[src/rtl/eu_insn_fetch.sv]
// Instruction fetch front end: issues BUS_W beat reads, buffers beats, unpacks INSN_W words.
// Optional macro EU_FETCH_PERF_EN adds stall/starve performance counters.
module eu_insn_fetch #(
   parameter int BUS_W      = 128,
   parameter int INSN_W     = 32,
   parameter int FIFO_DEPTH = 4,
   parameter int ADDR_W     = 32
) (
   input  logic              clk,
   input  logic              rst_n,
   input  logic              start,
   input  logic [ADDR_W-1:0] base_addr,
   input  logic [31:0]       len_words,
   input  logic              abort,
   output logic              busy,
   output logic              done,
   output logic              error_valid,
   output logic              rd_req_valid,
   input  logic              rd_req_ready,
   output logic [ADDR_W-1:0] rd_req_addr,
   input  logic              rd_rsp_valid,
   input  logic [BUS_W-1:0]  rd_rsp_data,
   output logic              insn_valid,
   input  logic              insn_ready,
   output logic [INSN_W-1:0] insn_data
`ifdef EU_FETCH_PERF_EN
   ,
   output logic [31:0]       perf_stall_cycles,
   output logic [31:0]       perf_starve_cycles
`endif
);

   localparam int WPB        = BUS_W / INSN_W;
   localparam int BEAT_BYTES = BUS_W / 8;
   localparam int OFF_W      = $clog2(BEAT_BYTES);
   localparam int PTR_W      = $clog2(FIFO_DEPTH);
   localparam int CNT_W      = PTR_W + 1;
   localparam int WSEL_W     = (WPB > 1) ? $clog2(WPB) : 1;

   typedef enum logic [1:0] {
      S_IDLE  = 2'd0,
      S_FETCH = 2'd1,
      S_DRAIN = 2'd2
   } state_t;

   state_t              r_state;
   state_t              w_state_nxt;

   logic [ADDR_W-1:0]   r_base;
   logic [31:0]         r_len;
   logic [31:0]         r_beats_total;
   logic [31:0]         r_req_cnt;
   logic [31:0]         r_word_cnt;
   logic [CNT_W-1:0]    r_outstanding;
   logic [CNT_W-1:0]    r_fifo_count;
   logic [PTR_W-1:0]    r_wr_ptr;
   logic [PTR_W-1:0]    r_rd_ptr;
   logic [WSEL_W-1:0]   r_wsel;
   logic [BUS_W-1:0]    r_fifo [FIFO_DEPTH];
   logic                r_done;
   logic                r_error;

   logic                w_misaligned;
   logic                w_start_idle;
   logic                w_start_fetch;
   logic                w_zero_start;
   logic [32:0]         w_len_ext;
   logic [31:0]         w_beats_start;
   logic [CNT_W:0]      w_credit_sum;
   logic                w_req_valid;
   logic                w_req_hs;
   logic                w_rsp_take;
   logic                w_abort;
   logic                w_flush;
   logic                w_push;
   logic                w_insn_valid;
   logic                w_hs;
   logic                w_last;
   logic                w_pop;
   logic                w_finish;
   logic [BUS_W-1:0]    w_head;
   logic [INSN_W-1:0]   w_word;

   assign w_misaligned  = |base_addr[OFF_W-1:0];
   assign w_start_idle  = (r_state == S_IDLE) && start;
   assign w_start_fetch = w_start_idle && !w_misaligned && (len_words != 32'd0);
   assign w_zero_start  = w_start_idle && !w_misaligned && (len_words == 32'd0);
   // Ceiling division done in 33 bits so a length near 2^32 cannot wrap.
   assign w_len_ext     = {1'b0, len_words} + 33'(WPB - 1);
   assign w_beats_start = 32'(w_len_ext / 33'(WPB));

   assign w_credit_sum  = {1'b0, r_outstanding} + {1'b0, r_fifo_count};
   assign w_req_valid   = (r_state == S_FETCH) && (r_req_cnt < r_beats_total) &&
                          (w_credit_sum < (CNT_W + 1)'(FIFO_DEPTH));
   assign w_req_hs      = w_req_valid && rd_req_ready;
   assign w_rsp_take    = rd_rsp_valid && (r_outstanding != '0);
   assign w_abort       = (r_state == S_FETCH) && abort;
   assign w_flush       = w_abort || (r_state == S_DRAIN);
   assign w_push        = w_rsp_take && (r_state == S_FETCH) && !abort;

   assign w_insn_valid  = (r_state == S_FETCH) && (r_fifo_count != '0);
   assign w_hs          = w_insn_valid && insn_ready;
   assign w_last        = (r_word_cnt + 32'd1) == r_len;
   assign w_pop         = w_hs && ((r_wsel == WSEL_W'(WPB - 1)) || w_last);
   assign w_finish      = w_hs && w_last && !abort;
   assign w_head        = r_fifo[r_rd_ptr];
   assign w_word        = w_head[r_wsel * INSN_W +: INSN_W];

   assign busy          = (r_state != S_IDLE);
   assign done          = r_done;
   assign error_valid   = r_error;
   assign rd_req_valid  = w_req_valid;
   assign rd_req_addr   = r_base + (ADDR_W'(r_req_cnt) << OFF_W);
   assign insn_valid    = w_insn_valid;
   assign insn_data     = w_insn_valid ? w_word : '0;

   // State register.
   always_ff @(posedge clk or negedge rst_n) begin
      if (!rst_n) begin
         r_state <= S_IDLE;
      end else begin
         r_state <= w_state_nxt;
      end
   end

   // Next-state selection; abort outranks completion of the final word.
   always_comb begin
      w_state_nxt = r_state;
      case (r_state)
         S_IDLE: begin
            if (w_start_fetch) w_state_nxt = S_FETCH;
            else               w_state_nxt = S_IDLE;
         end
         S_FETCH: begin
            if (abort)         w_state_nxt = S_DRAIN;
            else if (w_finish) w_state_nxt = S_IDLE;
            else               w_state_nxt = S_FETCH;
         end
         S_DRAIN: begin
            if (r_outstanding == '0) w_state_nxt = S_IDLE;
            else                     w_state_nxt = S_DRAIN;
         end
         default: w_state_nxt = S_IDLE;
      endcase
   end

   // Counters, FIFO pointers and status pulses.
   always_ff @(posedge clk or negedge rst_n) begin
      if (!rst_n) begin
         r_base        <= '0;
         r_len         <= 32'd0;
         r_beats_total <= 32'd0;
         r_req_cnt     <= 32'd0;
         r_word_cnt    <= 32'd0;
         r_outstanding <= '0;
         r_fifo_count  <= '0;
         r_wr_ptr      <= '0;
         r_rd_ptr      <= '0;
         r_wsel        <= '0;
         r_done        <= 1'b0;
         r_error       <= 1'b0;
      end else begin
         r_done  <= w_zero_start || w_finish;
         r_error <= w_start_idle && w_misaligned;
         if (w_start_fetch) begin
            r_base        <= base_addr;
            r_len         <= len_words;
            r_beats_total <= w_beats_start;
            r_req_cnt     <= 32'd0;
            r_word_cnt    <= 32'd0;
            r_wsel        <= '0;
         end else begin
            if (w_req_hs) r_req_cnt  <= r_req_cnt + 32'd1;
            if (w_hs)     r_word_cnt <= r_word_cnt + 32'd1;
            if (w_pop)     r_wsel <= '0;
            else if (w_hs) r_wsel <= r_wsel + WSEL_W'(1);
         end
         case ({w_req_hs, w_rsp_take})
            2'b10:   r_outstanding <= r_outstanding + CNT_W'(1);
            2'b01:   r_outstanding <= r_outstanding - CNT_W'(1);
            default: r_outstanding <= r_outstanding;
         endcase
         if (w_flush) begin
            r_fifo_count <= '0;
            r_wr_ptr     <= '0;
            r_rd_ptr     <= '0;
         end else begin
            if (w_push) r_wr_ptr <= r_wr_ptr + PTR_W'(1);
            if (w_pop)  r_rd_ptr <= r_rd_ptr + PTR_W'(1);
            case ({w_push, w_pop})
               2'b10:   r_fifo_count <= r_fifo_count + CNT_W'(1);
               2'b01:   r_fifo_count <= r_fifo_count - CNT_W'(1);
               default: r_fifo_count <= r_fifo_count;
            endcase
         end
      end
   end

   // Beat storage.
   always_ff @(posedge clk or negedge rst_n) begin
      if (!rst_n) begin
         for (int i = 0; i < FIFO_DEPTH; i++) r_fifo[i] <= '0;
      end else begin
         if (w_push) r_fifo[r_wr_ptr] <= rd_rsp_data;
      end
   end

`ifdef EU_FETCH_PERF_EN
   logic [31:0] r_perf_stall;
   logic [31:0] r_perf_starve;

   // Saturating stall/starve counters over FETCH cycles.
   always_ff @(posedge clk or negedge rst_n) begin
      if (!rst_n) begin
         r_perf_stall  <= 32'd0;
         r_perf_starve <= 32'd0;
      end else if (w_start_idle && !w_misaligned) begin
         r_perf_stall  <= 32'd0;
         r_perf_starve <= 32'd0;
      end else if (r_state == S_FETCH) begin
         if (w_insn_valid && !insn_ready && (r_perf_stall != 32'hFFFF_FFFF))
            r_perf_stall <= r_perf_stall + 32'd1;
         if (!w_insn_valid && (r_perf_starve != 32'hFFFF_FFFF))
            r_perf_starve <= r_perf_starve + 32'd1;
      end
   end

   assign perf_stall_cycles  = r_perf_stall;
   assign perf_starve_cycles = r_perf_starve;
`endif

endmodule

[config.mk]
export PLATFORM = sky130hd
export DESIGN_NAME = eu_insn_fetch
export DESIGN_NICKNAME = d
export VERILOG_FILES = /design/src/rtl/eu_insn_fetch.sv
export SDC_FILE = /design/constraint.sdc
export NUM_CORES = 1
export LEC_CHECK = 0
export ABC_AREA = 1
export BUFFER_PORTS_ARGS = -buffer_cell sky130_fd_sc_hd__buf_2
export CAP_MARGIN = 25
export CORE_ASPECT_RATIO = 1.4
export CORE_UTILIZATION = 55
export CTS_CLUSTER_SIZE = 14
export DETAILED_ROUTE_END_ITERATION = 10
export PLACE_DENSITY_LB_ADDON = 0.2
export SLEW_MARGIN = 20
export SYNTH_ARGS = -nofsm -noshare
export SYNTH_HDL_FRONTEND = slang
export SYNTH_SLANG_ARGS = --single-unit
[constraint.sdc]
create_clock -name clk -period 2.9 [get_ports clk]
set_input_delay 0.29 -clock clk [delete_from_list [all_inputs] [get_ports clk]]
set_output_delay 0.29 -clock clk [all_outputs]
set_load 0.01 [all_outputs]
==> results of run 1 <==
[cell usage in the layout, fill, tap and decap left out, drive strengths merged, types with 2 or more instances in the layout]
cell	n
dlygate4sd3	182
clkbuf	115
xor2	45
o21ai	600
mux2	256
bufinv	4
inv	476
nor3	40
clkinvlp	3
nor3b	7
nand3b	9
ha	67
xnor2	20
o31ai	6
fa	3
nand2	900
diode	4
o21bai	3
nor4	25
nor2	235
nand4	23
nand3	131
dfrtp	687
o21a	2
clkinv	11
a21o	3
a21oi	245
o211ai	37
o22ai	52
a31oi	38
a211oi	66
buf	597
[power groups by stage]
stage	Combinational (mW)	Sequential [mW]	Clock, mW
finish	15.2	13.0	9.26
global route	16.3	13.2	9.73
CTS	13.4	12.9	9.35
detailed placement	11.2	13.0	0
global placement	11.0	12.9	0
floorplan	6.75	12.5	0
[sequential cells by signal (all words and copies together), names as in the netlist, 3 cells and up]
| name | cells |
|---|---|
| r_base | 32 |
| r_word_cnt | 32 |
| r_outstanding | 3 |
| r_len | 32 |
| r_fifo_count | 3 |
| r_beats_total | 31 |
| r_req_cnt | 32 |
| r_fifo | 512 |
[layout make-up]
| cell class | count | area [sq um] | area share |
|---|---|---|---|
| inverter | 477 | 1810 | 0.0383 |
| tap | 840 | 1050 | 0.0222 |
| timing repair buffer | 790 | 7130 | 0.151 |
| timing repair inverter | 1 | 7.51 | 0.000159 |
| clock buffer | 104 | 2070 | 0.0438 |
| clock inverter | 16 | 209 | 0.00441 |
| multi-input combinational | 2822 | 17800 | 0.377 |
| antenna | 4 | 10.0 | 0.000211 |
| sequential | 687 | 17200 | 0.364 |
[timing repair]
action,in CTS,in global routing
pin swaps,106,171
endpoints found under the hold margin,604,0
setup endpoints to repair,54,58
cloned,20,12
hold buffers,182,0
gates resized for setup,331,348
buffers inserted,44,49
[worst max-delay path, cell delays in order, from the launching register on]
cell and delay, ns:
dfrtp_1 0.42, ha_4 0.25, buf_4 0.14, a21oi_2 0.17, nor2_1 0.08, o21ai_0 0.21, o211ai_1 0.22, nand2_1 0.13
nand3_2 0.10, nand2_2 0.09, nand2_2 0.07, a21oi_2 0.13, nor2_1 0.05, nor2_1 0.12, xor2_1 0.15, buf_2 0.14
[stage by stage]
step / TNS [ns] / std cells / util
floorplan: 0 / 4219 / -
global placement: -0.123 / 5323 / 0.613
detailed placement: -0.141 / 5323 / 0.613
CTS: -5.30 / 5683 / 0.709
global route: -10.16 / 5738 / 0.736
finish: -5.54 / 5741 / 0.736
[layer usage]
| layer | global-route usage | vias up |
|---|---|---|
| li1 | - | 15300 |
| met1 | 0.399 | 16000 |
| met2 | 0.598 | 1373 |
| met3 | 0.0546 | 386 |
| met4 | 0.198 | 6 |
| met5 | 0 | - |
[final timing paths]
check	startpoint	endpoint	slack, ns	cells after the start
max in group asynchronous	rst_n	r_fifo[304]	1.59	3
worst min-delay path	len_words[27]	r_beats_total[25]	0.03	4
min in group asynchronous	rst_n	r_fifo[378]	0.18	2
worst min register to register	r_base[30]	r_base[30]	0.49	2
worst max register to register	r_word_cnt[1]	r_fifo_count[2]	-0.01	21
worst max-delay path	r_base[11]	rd_req_addr[30]	-0.51	15
[cells by family after synthesis]
kind of cell | share of synthesized area
mux | 0.0808
flops | 0.482
xor+xnor | 0.0166
compound gates | 0.160
simple gates | 0.160
buf+inv | 0.0756
fa+ha+maj | 0.0252
==> flow_summary.yaml, run 1 <==
timing:
  post-route-period-util: 1.17
  worst_slack_ns: -0.506
  tightest_slew_ns: 0.646
  fin_skew_ns: 0.0158
  rsz0062_at_grt: "true"
  hold_ws_ns: 0.0323
  clock.fmax_mhz: 294
  period_minus_slack_ns: 3.41
  slew_headroom: 0.569
  finalSetupViolations: 36
  drv_slew: 0
  hold_violations: 0
placed_design:
  port_buffers: 267
  pre_cts_slack_ns: -0.121
  dp_hpwl_mm: 72.6
  gp_congestion: 0.963
  place_area_sq_mm: 0.0394
outcome:
  violations: "negative setup slack"
  status: "complete, but fails checks"
floorplan:
  ios: 268
  placementRows: 110
  dieWidth_um: 217
  die_area_sq_mm: 0.0659
  coreArea_sq_mm: 0.0643
  die_y_um: 303
  initial_core_util: 0.555
yosys:
  yosysTopAreaCellShare: 0.482
  synth-main-ff-cell: "dfrtp_1"
  synth.distinct_cells: 48
  yosysTopAreaCell: "dfrtp_1"
  yosysMostFrequentCell: "nand2_1"
  ys_warn_count: 0
  avgSynthCellArea_sq_um: 8.46
  yosys_register_bits: 687
  netlist_top_cells_count: "nand2_1 (891), dfrtp_1 (687), o21ai_0 (596), inv_1 (469), mux2_2 (256)"
  netlist_area_sq_mm: 0.0357
  synth_nets: 4488
  synth_area_leaders: "dfrtp_1 (48%), nand2_1 (9.4%), o21ai_0 (8.4%)"
  synth_edf_count: 0
  synth-async-reset-ratio: 1.00
  yosysSeqAreaShare: 0.482
  syn-instance-count: 4219
clock_tree:
  cts_tree: "yes"
  root_buffer: "clkbuf_16"
  insertion_delay_ns: 0.64
  cts_sinks: 687
  cts_buffer_depth: 3
  path_clk_slew_ns: 0.06
  cts_buffers: 70
  cts_max_level: 3
power:
  p_total_mw: 37.5
  pwr-share-comb: 0.405
  intPower_mw: 23.5
  sw_frac_of_total: 0.372
  pwr-share-seq: 0.348
  p_per_area_mw_per_mm2: 791
  switchingPower_mw: 13.9
  irDropWorstVdd_uv: 871
  p_leak_nw: 22.1
  clock_power_share: 0.247
grt:
  grt_pass1_vias: 32500
  antenna_found_initial: 4
  gr-total-overflow: 0
  grt_usage: 0.342
  grt_max_degree: 129
  grt_pass1_wl_mm: 175
worst_setup_path:
  critPathCaptureType: "primary output"
  worst-setup-path-type: "register to primary output"
  crit_path_max_fanout: 3
  required_ns: 2.61
  start_kind: "register"
  cp.arrival_ns: 3.12
route:
  dr_wl_met2_mm: 59.0
  drtIter0Drc: 2671
  num_vias: 33100
  wl_per_cell_um: 20.5
  wl_mm: 118
  top_layer: "met5"
  vias_per_cell: 5.76
  postRouteAntennaNets: 0
  drtPass1Iterations: 6
  m1WireLength_mm: 43.7
  drc: 0
  wl_met3_mm: 7.63
finish:
  fillCellCount: 4493
  drive_gt1_frac: 0.278
  syn2layout_area_growth_pct: 32.6
  nets: 5118
  design_area_sq_mm: 0.0473
hold_path:
  hp-class: "input pin to register"
job:
  max-cap-violations: 0
Power figures use the tool's default switching activity.
==> run 2, diff against run 1 <==
- CORE_ASPECT_RATIO: 1.4 -> default
==> run 2 against run 1 <==
The flow still finishes with violations (negative setup slack). Clock skew grew 0.0091 ns. Flip-flop and latch count stayed put. Cell area unchanged. Count of clock-buffer cells in the layout increased by 2. First-iteration DRC count up 15%. Worst hold slack got worse by 0.0028 ns. Critical path type unchanged. Largest cell class unchanged. Combinational power is 3% lower.
==> flow_summary.yaml, run 2 (same netlist as run 1, synthesis figures left out) <==
finish:
  syn2layout_area_growth_pct: 32.6
  largest_reg_flops: 512
  nets: 5139
  drive_gt1_frac: 0.271
  postLayoutCoreUtil: 0.737
  final_common_cell: "nand2_1"
  most-common-layout-cells: "nand2_1 (869), dfrtp_1 (677), o21ai_0 (497), inv_1 (458), buf_4 (264)"
  design_area_sq_mm: 0.0473
  stdcell_count: 5794
  largest_register: "r_fifo"
timing:
  final.setup.tns_ns: -4.70
  worst_slack_ns: -0.429
  clock.fmax_mhz: 300
  rsz0062_at_grt: "true"
  tightest_slew_ns: 0.820
  hold_ws_ns: 0.0294
  drv_slew: 0
  slew_headroom: 0.453
  post-route-period-util: 1.15
  fin_skew_ns: 0.0249
  hold_violations: 0
  finalSetupViolations: 31
  period_minus_slack_ns: 3.33
worst_setup_path:
  crit_path_max_fanout: 2
  critPathLaunch: "r_req_cnt[0]"
  cp_top_family: "simple AND/OR/NAND/NOR gates"
  crit_end: "rd_req_addr[30]"
  start_kind: "register"
  crit_chain: "ha_2, inv_2, fa_2, nand3b_1, nand2_2, inv_2, o21a_4, inv_2, nand3_2, nand3_2, nand2_2, nand2_2, a21oi_2, nor2_1, nor2_1, xor2_1, buf_2"
  cp.depth: 17
  worst-setup-path-type: "register to primary output"
  r2r-start: "r_word_cnt[1]"
  rrSetupSlack_ns: -0.19
  required_ns: 2.61
  cp.arrival_ns: 3.04
  slowest_delay_ns: 0.37
  crit_slowest_cell: "fa_2"
  critPathCaptureType: "primary output"
  reg2regPathDepth: 21
  r2r_end: "r_fifo_count[2]"
  cp_num_buf_inv: 4
clock_tree:
  root_buffer: "clkbuf_16"
  cts_sinks: 687
  cts_buffer_depth: 3
  insertion_delay_ns: 0.64
  path_clk_slew_ns: 0.06
  cts_buffers: 78
  cts_tree: "yes"
  cts_max_level: 3
placed_design:
  gp_congestion: 0.945
  dp.cells: 5361
  dp_hpwl_mm: 71.4
  place_area_sq_mm: 0.0396
  pre_cts_slack_ns: -0.142
  port_buffers: 267
route:
  wl_per_cell_um: 19.6
  wl_met3_mm: 6.93
  drc: 0
  top_layer: "met5"
  wl_mm: 114
  drtPass1Iterations: 8
  m1WireLength_mm: 45.7
  postRouteAntennaNets: 0
  dr_wl_met2_mm: 55.9
  num_vias: 33000
  vias_per_cell: 5.69
  drtIter0Drc: 3062
grt:
  grt_pass1_wl_mm: 171
  antenna_found_initial: 7
  grt_max_degree: 91
  gr-total-overflow: 0
  grt_usage: 0.327
  grt_pass1_vias: 31600
floorplan:
  initial_core_util: 0.556
  die_y_um: 257
  dieWidth_um: 257
  die_area_sq_mm: 0.0659
  ios: 268
  placementRows: 93
  coreArea_sq_mm: 0.0642
hold_path:
  hp-class: "input pin to register"
  holdPathStages: 3
power:
  p_leak_nw: 22.3
  irDropWorstVdd_uv: 637
  p_per_area_mw_per_mm2: 802
  p_total_mw: 37.9
job:
  max-cap-violations: 0
outcome:
  status: "complete, but fails checks"
  violations: "negative setup slack"
-- run 2: worst min path at each step --
stage / start / end / slack [ns]
after floorplan: rst_n / done / -0.006
after global placement: rst_n / r_fifo[263] / 0.32
after detailed placement: rst_n / r_fifo[263] / 0.32
after CTS: len_words[27] / r_beats_total[25] / 0.003
after global routing: len_words[26] / r_len[26] / 0.04
final: len_words[5] / r_len[5] / 0.03
-- run 2: per-layer routing --
layer / vias to the layer above / track usage
li1: 15300 / -
met1: 16000 / 0.426
met2: 1310 / 0.554
met3: 307 / 0.0373
met4: 4 / 0.134
met5: - / 0
-- run 2: worst min-delay path, delay by kind of cell --
kind | cells | cell delay (ns)
AOI/OAI and AO/OA | 1 | 0.09
buffers and inverters | 2 | 0.22
-- run 2: area by class of cell --
type | instances | area [sq um]
Tap cell | 855 | 1070
Fill cell | 4545 | 16900
Timing Repair inverter | 1 | 7.51
Antenna cell | 6 | 15.0
Clock inverter | 37 | 415
Clock buffer | 106 | 2310
Timing Repair Buffer | 803 | 7040
Sequential cell | 687 | 17200
Multi-Input combinational cell | 2822 | 17500
Inverter | 477 | 1810
-- run 2: where the power goes --
| part | leakage [nW] | internal (mW) | switching [mW] |
|---|---|---|---|
| logic | 12.8 | 6.37 | 8.29 |
| clock network | 1.36 | 6.16 | 4.22 |
| registers | 8.22 | 11.6 | 1.30 |
| total | 22.3 | 24.1 | 13.8 |
-- run 2: repair_timing --
action                                  4_1_cts  5_1_grt
endpoints found under the setup margin       54       56
hold buffers                                183        0
pin swaps                                    64      159
cloned                                       10       16
hold endpoints to repair                    616        0
setup buffers                                43       38
gates resized for setup                     204      297
